==> config.mk <==
export PLATFORM = sky130hd
export DESIGN_NAME = demod_ctrl
export DESIGN_NICKNAME = d
export VERILOG_FILES = /design/src/rtl/demod_ctrl.sv
export SDC_FILE = /design/constraint.sdc
export NUM_CORES = 1
export LEC_CHECK = 0
export CAP_MARGIN = 30
export CORE_MARGIN = 2
export CORE_UTILIZATION = 30
export DETAILED_ROUTE_END_ITERATION = 7
export HOLD_SLACK_MARGIN = 0.1
export MAX_ROUTING_LAYER = met4
export PLACE_DENSITY_LB_ADDON = 0.05
export SYNTH_ARGS = -nofsm -noshare
export SYNTH_HDL_FRONTEND = slang
export SYNTH_SLANG_ARGS = --single-unit
==> constraint.sdc <==
create_clock -name clk -period 5.4 [get_ports clk]
set_input_delay 1.08 -clock clk [delete_from_list [all_inputs] [get_ports clk]]
set_output_delay 1.08 -clock clk [all_outputs]
set_load 0.005 [all_outputs]
==> src/rtl/demod_ctrl.sv <==
// Bit/byte sequencer for the demodulator: paces bit periods, drives NEW_BYTE,
// assembles MSB-first bytes and hands them downstream over a valid/ready port.
module demod_ctrl #(
    parameter int unsigned DIV_W   = 16,
    parameter int unsigned DEF_DIV = 25000
) (
    input  logic             clk,
    input  logic             rst,
    input  logic             enable,
    input  logic [DIV_W-1:0] div_cfg,
    input  logic             demod_out,
    output logic             new_byte,
    output logic             bit_tick,
    output logic [7:0]       byte_data,
    output logic             byte_valid,
    input  logic             byte_ready,
    output logic             overrun,
    input  logic             clr_ovr,
    output logic             busy
);

    localparam int unsigned BYTE_W = 8;
    localparam int unsigned IDX_W  = 3;

    typedef enum logic {
        IDLE = 1'b0,
        RUN  = 1'b1
    } state_t;

    state_t              state;
    logic [DIV_W-1:0]    div_r;
    logic [DIV_W-1:0]    cnt;
    logic [IDX_W-1:0]    bit_idx;
    logic [BYTE_W-2:0]   shift_r;

    logic [DIV_W-1:0]    div_sel_c;
    logic                last_c;
    logic                done_c;
    logic                consume_c;
    logic                drop_c;
    logic [BYTE_W-1:0]   byte_c;

    // Divider selection and per-cycle byte-completion decode
    always_comb begin
        div_sel_c = div_cfg;
        if (div_cfg == '0) begin
            div_sel_c = DIV_W'(DEF_DIV);
        end else if (div_cfg == DIV_W'(1)) begin
            div_sel_c = DIV_W'(2);
        end
        last_c    = (state == RUN) && enable && (cnt == div_r - DIV_W'(1));
        byte_c    = {shift_r, demod_out};
        done_c    = last_c && (bit_idx == IDX_W'(BYTE_W - 1));
        consume_c = byte_valid && byte_ready;
        drop_c    = done_c && byte_valid && !byte_ready;
    end

    // Sequencer FSM; bit_tick/new_byte are computed one cycle ahead so they stay glitch-free
    always_ff @(posedge clk or negedge rst) begin
        if (!rst) begin
            state    <= IDLE;
            div_r    <= DIV_W'(DEF_DIV);
            cnt      <= '0;
            bit_idx  <= '0;
            shift_r  <= '0;
            new_byte <= 1'b0;
            bit_tick <= 1'b0;
            busy     <= 1'b0;
        end else begin
            case (state)
                IDLE: begin
                    cnt      <= '0;
                    bit_idx  <= '0;
                    shift_r  <= '0;
                    bit_tick <= 1'b0;
                    if (enable) begin
                        state    <= RUN;
                        div_r    <= div_sel_c;
                        new_byte <= 1'b1;
                        busy     <= 1'b1;
                    end else begin
                        new_byte <= 1'b0;
                        busy     <= 1'b0;
                    end
                end
                RUN: begin
                    if (!enable) begin
                        state    <= IDLE;
                        cnt      <= '0;
                        bit_idx  <= '0;
                        shift_r  <= '0;
                        new_byte <= 1'b0;
                        bit_tick <= 1'b0;
                        busy     <= 1'b0;
                    end else if (last_c) begin
                        cnt      <= '0;
                        bit_idx  <= IDX_W'(bit_idx + IDX_W'(1));
                        shift_r  <= byte_c[BYTE_W-2:0];
                        new_byte <= (bit_idx == IDX_W'(BYTE_W - 1));
                        bit_tick <= 1'b0;
                    end else begin
                        // div is always >= 2, so div-2 cannot underflow
                        cnt      <= DIV_W'(cnt + DIV_W'(1));
                        bit_tick <= (cnt == div_r - DIV_W'(2));
                    end
                end
                default: begin
                    state <= IDLE;
                end
            endcase
        end
    end

    // Output byte register with drop-on-full and sticky overrun
    always_ff @(posedge clk or negedge rst) begin
        if (!rst) begin
            byte_data  <= '0;
            byte_valid <= 1'b0;
            overrun    <= 1'b0;
        end else begin
            if (done_c && (!byte_valid || byte_ready)) begin
                byte_data  <= byte_c;
                byte_valid <= 1'b1;
            end else if (consume_c) begin
                byte_valid <= 1'b0;
            end
            if (clr_ovr) begin
                overrun <= 1'b0;
            end else if (drop_c) begin
                overrun <= 1'b1;
            end
        end
    end

endmodule
## Yosys cells after proc, flatten, opt, wreduce, memory -nomap -nowiden

Cells that the tools add are included.

- Register bits after elaboration: 56
- Bits in latches: 0
- Memory bits (writable): 0
- Memory bits (read-only): 0
- Input bits: 22
- Output and inout port bits: 13
- Memories: 0

- Add/sub/neg operators: 4
- Multipliers: 0
- Divide/modulo/power cells: 0
- Order comparisons: 0
- Equal/unequal tests: 6
- Shift-type cells: 0
- Multiplexer cells: 24
- Bitwise operators: 1
- Reductions and logical operators: 14

Operators with widths:

| cell | count |
|---|---|
| two-way mux 16 bit | 4 |
| equality test 16 bit | 2 |
| one-hot mux 16 bit (2 select lines) | 1 |
| adder 16 x 1 -> 16 bit, second input constant | 1 |
| equality test 16 x 1 -> 1 bit, second input constant | 1 |
| logical NOT 16 bit | 1 |
| subtractor 16 x 1 -> 16 bit, second input constant | 1 |
| subtractor 16 x 2 -> 16 bit, second input constant | 1 |
| two-way mux 7 bit | 2 |
| one-hot mux 7 bit (2 select lines) | 1 |
| two-way mux 1 bit | 10 |
| logical AND 1 bit | 7 |
| two-way mux 3 bit | 2 |
| one-hot mux 1 bit (2 select lines) | 3 |
| one-hot mux 3 bit (2 select lines) | 1 |
| nonzero test 2 bit | 2 |
| adder 3 x 1 -> 3 bit, second input constant | 1 |
| equality test 3 bit, second input constant | 1 |
| != test 3 x 2 -> 1 bit, second input constant | 1 |
| logical NOT 1 bit | 2 |
| != test 2 bit, second input constant | 1 |
| AND reduction 2 bit | 1 |
| logical OR 1 bit | 1 |
| inverter 1 bit | 1 |

## Longest topological paths before layout

Gate-level depths: netlist of run 1.

- Word-level depth: 8
- Gate-level depth with buffers: 10

## Worst setup path before layout of run 1

OpenSTA, ideal clock, no wires.

- Path kind: reg-to-reg
- Start point: register div_r[2]
- End point: register byte_data[0]
- Data arrival time: 2.601 ns
- Required time: 5.275 ns
- Slack: 2.674 ns
- Stages on the path, launching flop included: 10
- Clock period less this slack: 2.726 ns
- Cell sequence: dfrtp_1 inv_1 ha_1 nor3b_1 nand4_1 xor2_1 o2111ai_1 or4_1 buf_6 mux2_4

- Cells in the longest elaborated chain, start to end: 5

RTL lines:

| element | RTL line | RTL |
|---|---|---|
| from (decl) | 31 | `logic [DIV_W-1:0] div_r;` |
| from (signal assigned) | 62 | `div_r <= DIV_W'(DEF_DIV);` |
| from (signal assigned) | 78 | `div_r <= div_sel_c;` |
| subtractor 16 x 1 -> 16 bit | 51 | `last_c = (state == RUN) && enable && (cnt == div_r - DIV_W'(1));` |
| equality test 16 bit | 51 |  |
| logical AND 1 bit | 51 |  |
| logical AND 1 bit | 53 | `done_c = last_c && (bit_idx == IDX_W'(BYTE_W - 1));` |
| logical AND 1 bit | 121 | `if (done_c && (!byte_valid \|\| byte_ready)) begin` |
| to (signal assigned) | 122 | `byte_data <= byte_c;` |
| to (decl) | 14 | `output logic [7:0] byte_data,` |

Every way passes these cells.
A chain may end at the register's enable or synchronous reset.

## Worst setup path in the final report of run 1

- Start point: register div_r[1]
- End point: register byte_data[2]

The elaborated chain is that of the path after synthesis.

==> results of run 1 <==
-- worst reg2reg max path, cell delays in order (launching register included) --
cell       delay, ns
dfrtp_1         0.44
inv_1           0.12
ha_1            0.25
nor3b_1         0.54
nand4_1         0.19
xor2_1          0.24
o2111ai_1       0.23
or4_1           0.82
mux2_4          0.38
-- sequential cells by signal, indices dropped and copies added, names as in the netlist --
register and flops:
bit_tick 1, state 1, shift_r 7, new_byte 1
div_r 16, cnt 16, busy 1, overrun 1
byte_valid 1, bit_idx 3, byte_data 8
-- report_power, final --
group	switching (uW)	internal (uW)	leakage, uW
Sequential	36.7	442	0.000737
Clock	151	92.4	0.0000404
Combinational	84.6	72.3	0.000749
-- stage by stage --
stage	hold WS, ns	setup slack (ns)	std cells	cell area [um2]	total power, uW
floorplan	0.482	2.67	330	3300	587
finish	0.517	2.09	498	3830	879
CTS	0.525	2.10	498	3830	894
global route	0.543	1.81	498	3830	935
global placement	0.495	2.00	490	3740	646
detailed placement	0.499	1.97	490	3740	644
-- how the worst max path moves through the flow --
stage	slack (ns)	endpoint	from
floorplan	2.67	byte_data[0]	div_r[2]
global placement	2.00	byte_data[7]	enable
detailed placement	1.97	byte_data[7]	enable
CTS	2.10	byte_data[2]	div_r[1]
global route	1.81	byte_data[2]	div_r[2]
finish	2.09	byte_data[2]	div_r[1]
-- cell usage in the layout, fill, tap and decap left out, drive strengths merged, types with 6 or more instances in the layout --
cell and n:
clkdlybuf4s50 33, dfrtp 50, dfstp 6, inv 14, mux2 12, mux2i 10, nand2 30, nand3 17
nand4 9, nor2 12, nor3 25, nor4 9, o21ai 9, o22a 6, xnor2 21, xor2 26
-- routing by layer --
metal  global-route usage  routed length (um)
met4               0.0476                 150
met3               0.0269                 238
met2                0.238                3670
met1                0.196                3840
met5                    -                   0
-- layout make-up --
class,instances,area (um2),share of cell area
Multi-Input combinational cell,243,1740,0.455
Sequential cell,56,1410,0.368
Timing Repair Buffer,37,358,0.0934
Tap cell,140,175,0.0457
Clock buffer,5,68.8,0.0180
Inverter,14,52.6,0.0137
Clock inverter,3,23.8,0.00621
-- cells by family (layout without fill, tap and decap cells) --
kind of cell | Yosys count | after routing | synth area share
adder cells (fa/ha/maj) | 5 | 5 | 0.0190
multiplexers | 22 | 22 | 0.0805
AO/OA/AOI/OAI | 40 | 40 | 0.0866
buffers and inverters | 31 | 59 | 0.0448
flip-flops | 56 | 56 | 0.427
AND/OR/NAND/NOR | 129 | 129 | 0.217
XOR/XNOR | 47 | 47 | 0.125
==> metrics, run 1 <==
initial antenna violation count=0; port bufs=34; DP Wirelength=5870 um; Area contributors post-synth=dfrtp_1 38%, xor2_1 6.9%, xnor2_1 5.6%, dfstp_2 4.8%, nor3_1 3.6%; leading area contributor after synthesis=dfrtp_1; Initial Util=0.305; Top delay family on crit path=simple AND/OR/NAND/NOR gates; relative slew slack=0.497; wire per inst=15.9 um; final hold vios=0; CP Class=flip-flop to flip-flop; r2r endpoint=byte_data[2]; Critical Path RT=5.61 ns; critical-path cell list=inv_1, ha_1, nor3b_1, nand4_1, xor2_1, o2111ai_1, or4_1, mux2_4; DR pass1 iterations=4; pin count of the biggest net entering global routing=57; Synth-to-Final Area Change=16.2%; PD cells=230 nW/um2; Routed WL=7900 um; Antenna diodes=0; Post-CTS Setup Bufs=0; Synth cell types=54; clk slew on worst S/H paths=0.10 ns; worst-margin pin slew=0.753 ns; fin nets=384; cell area after synthesis=3300 um2; final setup violation count=0; antenna viol nets, final=0; top cell type's share of synthesized area=0.380; H-Tree Depth=2; # rows=38; Hold EP=overrun; Critical Path End Type=flip-flop; routability cong.=0.834; Critical Path AT=3.53 ns; async set or reset register ratio after synthesis=1.00; Seq cells post-synth=56; Avg Cell Area, Syn=9.99 um2; CTS tree=done; Post-synth top cells=50 x dfrtp_1, 30 x nand2_1, 26 x xor2_1; Root Driver=clkbuf_8; Hold-fix buffers, CTS=0; Chip Height=109 um; RSZ-0062 raised after global routing=no; Die Wd=109 um; Core Footprint=10,800 um2; Levels on crit path=8; GRT Residual Overflow=0; CP max FO=8; Post-Syn Nets=357; Top FF cell, synth=dfrtp_1; Static Leakage=0.00153 uW; utilization after layout=0.355; Max-Cap Viols=0; DRC=0; post_cts resized=0; worst skew pair latency=0.32 ns; Fin Clk Skew=0.00760 ns; Hold Path Class=flip-flop to flip-flop; status=finished, final reports clean; FILL cells=1,106; hold depth=1; fmax=302 MHz; DRT iter0 DRCs=147; setup TNS=0 ns; number of CTS-inserted buffers=5; R2R depth=8; Die Area=11,800 um2; startpoint type of the worst setup path=flip-flop; Yosys warning total=0; worst r2r src=div_r[1]; top-count cell post-synth=dfrtp_1; largest stage delay on the critical path=0.82 ns; CP max stage cell=or4_1; register area share after synthesis=0.427; share of layout cells above drive strength 1=0.109; Tmin final=3.31 ns; Vias=2,478; VDD IR max=0.0937 mV; Vias/cell=4.98; first-pass GRT wire length=13,400 um; Buf/Inv on CP=1; GRT Resource Usage Total=0.150; hold_sp=overrun; Post-Synthesis Cells=330; IO Count=35; R2R Setup Slk=2.09 ns; clock buffer depth=2; EDFF count, synth=0; max-slew violation count=0; vias in the first global route=2,510; Clock Sinks=56; final period utilization=0.613
(Power assumes the default switching activity.)
==> run 2: changes to the inputs <==
clock period = 3.3 ns   (was 5.4 ns; I/O delays follow)
==> run 2 against run 1 <==
Against the previous run:
- register-to-register slack got worse by 1.7 ns
- core utilization increased by 0.70 points
- fmax increased by 13%
- final cell count increased by 1.0%
- power increased by 67%
- routed wire length increased by 2.0%
- global-route usage increased by 0.25 points
- non-clock buffer count increased by 5
- die area unchanged
==> metrics, run 2 (synthesized netlist as in run 1, its figures left out) <==
status=finished, final reports clean; final setup violation count=0; Max-Cap Viols=0; DRT iter0 DRCs=116; Vias/cell=5.02; CP Class=flip-flop to flip-flop; DP Wirelength=6120 um; Core Footprint=10,800 um2; startpoint type of the worst setup path=flip-flop; Synth-to-Final Area Change=18.5%; antenna viol nets, final=0; Routed WL=8060 um; final period utilization=0.888; wire per inst=16.0 um; Final WS setup=0.371 ns; fin nets=389; PD cells=376 nW/um2; R2R depth=8; Critical Path RT=3.52 ns; setup TNS=0 ns; DR pass1 iterations=4; worst-margin pin slew=0.673 ns; post_cts resized=0; CP max FO=8; Die Area=11,800 um2; Vias=2,527; fmax=341 MHz; VDD IR max=0.149 mV; worst r2r src=div_r[1]; Hold-fix buffers, CTS=0; clk slew on worst S/H paths=0.12 ns; worst skew pair latency=0.32 ns; crit path from=div_r[1]; GRT Residual Overflow=0; Setup WS pre-CTS=0.0494 ns; # rows=38; FILL cells=1,114; Antenna diodes=0; Critical Path AT=3.15 ns; number of CTS-inserted buffers=5; Post-CTS Setup Bufs=0; first-pass GRT wire length=13,700 um; Critical Path End Type=flip-flop; Initial Util=0.305; IO Count=35; CTS tree=done; DRC=0; final hold vios=0; commonest non-fill, non-tap cell in the layout=dfrtp_1; clock buffer depth=2; GRT Resource Usage Total=0.153; Clock Sinks=56; Static Leakage=0.00157 uW; max-slew violation count=0; Tmin final=2.93 ns; Die Wd=109 um; post-place instance area=3800 um2; commonest non-fill, non-tap cells in the layout=50 x dfrtp_1, 33 x clkdlybuf4s50_1, 30 x nand2_1; final instance area=3910 um2; vias in the first global route=2,655; Chip Height=109 um; H-Tree Depth=2; Root Driver=clkbuf_8; Top Registers=cnt x16, div_r x16, byte_data x8; Fin Clk Skew=0.0111 ns; port bufs=34; Hold Path Class=primary input to asynchronous set/reset pin; share of layout cells above drive strength 1=0.127; pin count of the biggest net entering global routing=31; routability cong.=0.855; initial antenna violation count=0; relative slew slack=0.551; RSZ-0062 raised after global routing=no
-- run 2: stage by stage --
| step | hold WS (ns) | cells | power (uW) | util |
|---|---|---|---|---|
| floorplan | 0.364 | 330 | 960 | - |
| global placement | 0.492 | 495 | 1070 | 0.352 |
| detailed placement | 0.496 | 495 | 1070 | 0.352 |
| CTS | 0.371 | 503 | 1490 | 0.361 |
| global route | 0.410 | 503 | 1560 | 0.362 |
| finish | 0.360 | 503 | 1470 | 0.362 |
-- run 2: worst paths after layout --
kind / endpoint / slack (ns)
worst max-delay path: byte_data[3] / 0.37
worst min-delay path: overrun / 0.36
max in group asynchronous: cnt[10] / 2.33
min in group clk: byte_data[5] / 0.52
worst min register to register: byte_data[5] / 0.52
worst max register to register: byte_data[3] / 0.37
-- run 2: area by class of cell --
cell class	count	area, um2	share of cell area
Inverter	14	52.6	0.0135
Timing Repair Buffer	42	420	0.108
Tap cell	140	175	0.0448
Clock inverter	3	27.5	0.00705
Multi-Input combinational cell	243	1750	0.449
Sequential cell	56	1410	0.361
Clock buffer	5	68.8	0.0176
-- run 2: power breakdown --
| part | leakage, uW | switching [uW] | internal (uW) |
|---|---|---|---|
| clock network | 0.0000463 | 259 | 157 |
| logic | 0.000784 | 143 | 127 |
| registers | 0.000737 | 58.7 | 723 |
| total | 0.00157 | 461 | 1010 |
-- run 2: worst max-delay path, cell delays in order (launching register included) --
cell and delay (ns):
dfrtp_1 0.43, inv_1 0.11, ha_1 0.23, nor3b_2 0.36, nand4_1 0.15, xor2_1 0.26, o2111ai_1 0.25, or4_4 0.70
mux2_4 0.33
-- run 2: layer usage --
metal  global-route usage  up-vias  part of all wire
met5                    -        -                 0
met3               0.0239       14             0.029
met2                0.242       52              0.46
li1                     -     1234                 -
met4               0.0504        0             0.024
met1                0.200     1227              0.48
==> run 3: changes to the inputs <==
CTS_CLUSTER_SIZE = 25   (was unset)
==> results of run 3 <==
Same layout as run 2: the final DEF is identical, and so are final timing and power.
